[config.mk]
export PLATFORM = sky130hd
export DESIGN_NAME = frankie_control_fsm
export DESIGN_NICKNAME = d
export VERILOG_FILES = /design/src/rtl/frankie_control_fsm.sv
export SDC_FILE = /design/constraint.sdc
export NUM_CORES = 1
export LEC_CHECK = 0
export ABC_AREA = 1
export CAP_MARGIN = 20
export CORE_MARGIN = 1
export CORE_UTILIZATION = 45
export DETAILED_ROUTE_END_ITERATION = 8
export PLACE_DENSITY = 0.92
export SLEW_MARGIN = 40
export SYNTH_ARGS = -nofsm -noshare
export SYNTH_HDL_FRONTEND = slang
export SYNTH_SLANG_ARGS = --single-unit
[constraint.sdc]
create_clock -name clock -period 3.3 [get_ports clock]
set_input_delay 0.66 -clock clock [delete_from_list [all_inputs] [get_ports clock]]
set_output_delay 0.66 -clock clock [all_outputs]
set_load 0.1 [all_outputs]
[src/rtl/frankie_control_fsm.sv]
// Multicycle control FSM for the Frankie datapath: fetch/decode/execute/memory/writeback sequencing.
// Build option: define FRANKIE_ILLEGAL_TRAP_EN to send illegal opcodes to TRAP instead of executing a NOP.
module frankie_control_fsm #(
  parameter int                OP_W    = 5,
  parameter logic [OP_W-1:0]   HALT_OP = 5'h1F
) (
  input  logic            clock,
  input  logic            reset,
  input  logic [OP_W-1:0] opcode,
  input  logic            alu_zero,
  input  logic            mem_ready,
  output logic            pc_write,
  output logic [1:0]      pc_src,
  output logic            ir_write,
  output logic            mem_read,
  output logic            mem_write,
  output logic [1:0]      iord,
  output logic [2:0]      alu_op,
  output logic [1:0]      alu_src_b,
  output logic            reg_write,
  output logic [1:0]      wb_src,
  output logic            sp_write,
  output logic            halted,
  output logic [3:0]      state
);

  typedef enum logic [3:0] {
    S_FETCH  = 4'd0,
    S_DECODE = 4'd1,
    S_EXEC   = 4'd2,
    S_MEMRD  = 4'd3,
    S_MEMWR  = 4'd4,
    S_WB     = 4'd5,
    S_HALT   = 4'd6,
    S_TRAP   = 4'd7
  } state_t;

  localparam logic [OP_W-1:0] OP_LI   = OP_W'(8'h00);
  localparam logic [OP_W-1:0] OP_ADD  = OP_W'(8'h01);
  localparam logic [OP_W-1:0] OP_ADDI = OP_W'(8'h02);
  localparam logic [OP_W-1:0] OP_SUB  = OP_W'(8'h03);
  localparam logic [OP_W-1:0] OP_LW   = OP_W'(8'h04);
  localparam logic [OP_W-1:0] OP_SW   = OP_W'(8'h05);
  localparam logic [OP_W-1:0] OP_PUSH = OP_W'(8'h06);
  localparam logic [OP_W-1:0] OP_POP  = OP_W'(8'h07);
  localparam logic [OP_W-1:0] OP_JAL  = OP_W'(8'h08);
  localparam logic [OP_W-1:0] OP_JR   = OP_W'(8'h09);
  localparam logic [OP_W-1:0] OP_BEQ  = OP_W'(8'h0A);

  localparam logic [2:0] ALU_ADD = 3'd0;
  localparam logic [2:0] ALU_SUB = 3'd1;

  localparam logic [1:0] SRCB_REG = 2'd0;
  localparam logic [1:0] SRCB_IMM = 2'd1;
  localparam logic [1:0] SRCB_ONE = 2'd2;

  localparam logic [1:0] IORD_PC  = 2'd0;
  localparam logic [1:0] IORD_ALU = 2'd1;
  localparam logic [1:0] IORD_SP  = 2'd2;

  state_t          state_q, state_d;
  logic [OP_W-1:0] op_q;
  logic            op_legal;

  assign op_legal = (opcode <= OP_BEQ) || (opcode == HALT_OP);
  assign state    = state_q;

  always_ff @(posedge clock or negedge reset) begin
    if (!reset) state_q <= S_FETCH;
    else        state_q <= state_d;
  end

  // The IR is stable from DECODE onward; a private copy keeps later states independent of it.
  always_ff @(posedge clock) begin
    if (state_q == S_DECODE) op_q <= opcode;
  end

  always_comb begin
    state_d   = state_q;
    pc_write  = 1'b0;
    pc_src    = 2'd0;
    ir_write  = 1'b0;
    mem_read  = 1'b0;
    mem_write = 1'b0;
    iord      = IORD_PC;
    alu_op    = ALU_ADD;
    alu_src_b = SRCB_REG;
    reg_write = 1'b0;
    wb_src    = 2'd0;
    sp_write  = 1'b0;
    halted    = 1'b0;
    case (state_q)
      S_FETCH: begin
        mem_read = 1'b1;
        if (mem_ready) begin
          ir_write = 1'b1;
          pc_write = 1'b1;
          state_d  = S_DECODE;
        end
      end
      S_DECODE: begin
        if (opcode == OP_LI)        state_d = S_WB;
        else if (opcode == HALT_OP) state_d = S_HALT;
        else if (opcode == OP_POP)  state_d = S_MEMRD;
        else if (op_legal)          state_d = S_EXEC;
        else begin
`ifdef FRANKIE_ILLEGAL_TRAP_EN
          state_d = S_TRAP;
`else
          state_d = S_FETCH;
`endif
        end
      end
      S_EXEC: begin
        case (op_q)
          OP_ADD:  state_d = S_WB;
          OP_SUB:  begin alu_op = ALU_SUB; state_d = S_WB; end
          OP_ADDI: begin alu_src_b = SRCB_IMM; state_d = S_WB; end
          OP_LW:   begin alu_src_b = SRCB_IMM; state_d = S_MEMRD; end
          OP_SW:   begin alu_src_b = SRCB_IMM; state_d = S_MEMWR; end
          OP_PUSH: begin
            alu_op    = ALU_SUB;
            alu_src_b = SRCB_ONE;
            sp_write  = 1'b1;
            state_d   = S_MEMWR;
          end
          OP_JAL: begin
            reg_write = 1'b1;
            wb_src    = 2'd3;
            pc_write  = 1'b1;
            pc_src    = 2'd1;
            state_d   = S_FETCH;
          end
          OP_JR:  begin pc_write = 1'b1; pc_src = 2'd2; state_d = S_FETCH; end
          OP_BEQ: begin
            alu_op   = ALU_SUB;
            pc_write = alu_zero;
            pc_src   = 2'd3;
            state_d  = S_FETCH;
          end
          default: state_d = S_FETCH;
        endcase
      end
      S_MEMRD: begin
        mem_read = 1'b1;
        iord     = (op_q == OP_POP) ? IORD_SP : IORD_ALU;
        if (mem_ready) state_d = S_WB;
      end
      S_MEMWR: begin
        // PUSH stores through the SP value already decremented in EXEC.
        mem_write = 1'b1;
        iord      = (op_q == OP_PUSH) ? IORD_SP : IORD_ALU;
        if (mem_ready) state_d = S_FETCH;
      end
      S_WB: begin
        reg_write = 1'b1;
        state_d   = S_FETCH;
        if (op_q == OP_LI) wb_src = 2'd2;
        else if (op_q == OP_LW || op_q == OP_POP) wb_src = 2'd1;
        if (op_q == OP_POP) begin
          sp_write  = 1'b1;
          alu_src_b = SRCB_ONE;
        end
      end
      S_HALT, S_TRAP: halted = 1'b1;
      default: state_d = S_FETCH;
    endcase
    // Outputs are forced low while reset is held so a write in flight is cut immediately.
    if (!reset) begin
      pc_write  = 1'b0;
      pc_src    = 2'd0;
      ir_write  = 1'b0;
      mem_read  = 1'b0;
      mem_write = 1'b0;
      iord      = IORD_PC;
      alu_op    = ALU_ADD;
      alu_src_b = SRCB_REG;
      reg_write = 1'b0;
      wb_src    = 2'd0;
      sp_write  = 1'b0;
      halted    = 1'b0;
    end
  end

endmodule

==> impl_metrics.json <==
{
  "status": "finished, final reports clean",
  "firstDrtPassIters": 4,
  "dieArea_sq_um": 1830,
  "worstPathCellList": "clkdlybuf4s50_1 > inv_1 > nor2_4 > inv_2 > o22ai_2 > buf_12",
  "cp_top_family": "buffers and inverters",
  "synthCells": 119,
  "p_per_area_nw_per_um2": 869.0,
  "initial_core_util_pct": 49.10,
  "fin_crit_ns": 2.857,
  "antenna_found_initial": 0,
  "port_buffers": 27,
  "diodes": 0,
  "ys_warn_count": 0,
  "nFillCells": 89,
  "vdd_drop_max_uv": 613.6,
  "pwr-share-clk_pct": 7.3,
  "wire_per_inst_um": 12.36,
  "leakage_nw": 0.6009,
  "ant_nets": 0,
  "detail_route.vias_per_cell": 5.476,
  "cp_max_fo": 9,
  "seq_area_frac_synth_pct": 30.10,
  "ys_ff_latch": 8,
  "finalNetCount": 158,
  "placed_area_sq_um": 1211,
  "crit_cells": 6,
  "final.setup_skew_ns": 0.001158,
  "cts.path.max_buffers": 2,
  "hold_viol_final": 0,
  "setup_slack_ns": 0.4429,
  "power.share.sequential_pct": 19.9,
  "internal-power_mw": 0.4104,
  "holdBufCountCts": 0,
  "clkTransAtPathRegs_ns": 0.05,
  "place_congestion": 0.8392,
  "dieWidth_um": 42.78,
  "finalCritPeriodShare_pct": 86.58,
  "drive_gt1_share_pct": 27.03,
  "hold_path_depth": 2,
  "place_worst_setup_slack_ns": 0.4595,
  "worst_setup_path_start_kind": "primary input",
  "num_vias": 898,
  "p_sw_share_pct": 61.84,
  "final_core_util_pct": 81.20,
  "drt_wl_total_um": 2027,
  "rows": 14,
  "drc": 0,
  "crit_required_ns": 2.64,
  "critPathArrivalTime_ns": 2.20,
  "post_cts_buffers": 0,
  "grt_util_all_layers_pct": 24.29,
  "cpMaxStageDelayCell": "clkdlybuf4s50_1",
  "grt_max_degree": 10,
  "hp-class": "reg2reg",
  "crit_buf_inv": 4,
  "fmax_mhz": 350.0,
  "drv_cap": 0,
  "grt_pass1_vias": 843,
  "cts_buffers": 3,
  "synth_cell_types": 21,
  "rsz0062_at_grt": "no",
  "pin_count": 31,
  "final.setup.tns_ns": 0,
  "globalRoute.totalOverflow": 0,
  "endpoint_kind": "primary output",
  "hold_ws_ns": 0.6230,
  "clk_latency_ns": 0.25,
  "cts_tree": "done",
  "design.core.area_sq_um": 1524,
  "dpl.hpwl_um": 1712,
  "initialDrtViolationCount": 25,
  "max_stage_delay_ns": 0.67,
  "cts_max_level": 1,
  "critical_path_class": "in2out",
  "power_frac_comb_pct": 72.8,
  "final_cell_count_no_fill": 164,
  "areaGrowthSynthToFinish_pct": 65.38,
  "netlist_area_sq_um": 748.2,
  "switchingPower_mw": 0.6649,
  "cts_root_buf": "clkbuf_4",
  "finalSetupViolCount": 0,
  "grt_pass1_wl_um": 3346,
  "cts_resized": 0,
  "reg2regPathDepth": 8,
  "slew_viol_final": 0,
  "stdcell_area_sq_um": 1237,
  "total_power_mw": 1.075,
  "placed_cells": 160,
  "clock-sinks": 8,
  "syn_avg_cell_area_sq_um": 6.288,
  "die_y_um": 42.78
}
## state kept, by name (all words and copies together) (netlist names)
register	cells
op_q	5
state	3
## Yosys cell counts, drive strengths merged
master  instances  area [sq um]
o31ai           1         12.51
nor2           19         81.33
nand2          37         141.4
o22ai           4         25.02
o221ai          1         8.760
edfxtp          5         150.1
nand3          15         95.09
dfrtp           3         75.07
conb            1         3.750
a21oi           3         15.01
buf             4         30.03
nand4           2         12.51
inv            22         85.09
o211ai          1         7.510
nor3            1         5.000
## layer usage
metal / track usage, % / vias up / share of wire, % / routed length [um]
li1: - / 431 / - / -
met1: 22.79 / 400 / 36 / 729
met2: 47.88 / 54 / 54 / 1100
met3: 2.553 / 13 / 6.2 / 125
met4: 15.63 / 0 / 3.6 / 72
met5: 0 / - / 0 / 0
## layout by cell type (no fill, tap or decap), types with 2 or more instances in the layout
| master | count |
|---|---|
| edfxtp_1 | 5 |
| buf_4 | 3 |
| inv_2 | 2 |
| conb_1 | 3 |
| nor2_2 | 3 |
| dfrtp_1 | 3 |
| clkdlybuf4s50_1 | 8 |
| nand3_2 | 4 |
| nor2_1 | 15 |
| clkbuf_4 | 3 |
| nand3_1 | 11 |
| a21oi_1 | 2 |
| o22ai_2 | 4 |
| nand2_1 | 36 |
| buf_12 | 16 |
| inv_1 | 19 |
| nand4_1 | 2 |
## area by class of cell
type	instances	area [sq um]	area share (%)
multi-input cells	87	457.9	37.01
repair buffers	27	422.9	34.18
flip-flops and latches	8	225.2	18.20
inverters	22	85.08	6.876
clock buffers	4	26.28	2.123
well taps	16	20.02	1.618
## worst register-to-register path: stages, from the launching register on
cell	delay, ns
edfxtp_1	0.44
inv_1	0.15
nand2_1	0.15
nand3_1	0.12
nor2_2	0.05
nor2_1	0.13
nand3_1	0.11
nand2_1	0.08
nand2_1	0.04
## kinds of logic after synthesis
group	after synthesis	synth area share, %
simple gates	74	44.82
flops	8	30.10
other cells	1	0.5012
compound gates	10	9.197
buf+inv	26	15.39
## power by group through the flow
stage | clock (mW) | sequential (mW) | combinational [mW]
floorplan | 0 | 0.333 | 0.441
global placement | 0 | 0.209 | 0.751
detailed placement | 0 | 0.214 | 0.774
CTS | 0.0801 | 0.212 | 0.778
global route | 0.0861 | 0.218 | 0.824
finish | 0.0789 | 0.213 | 0.783
## worst paths after layout
path / start / end / slack [ns]
max: reset / sp_write / 0.44
min: state[2] / state[2] / 0.62
max reg2reg: op_q[0] / state[0] / 1.93
min reg2reg: state[2] / state[2] / 0.62
max in group asynchronous: reset / state[2] / 2.37
min in group asynchronous: reset / state[0] / 0.68
Note: power is estimated with default switching activity, not from simulation.
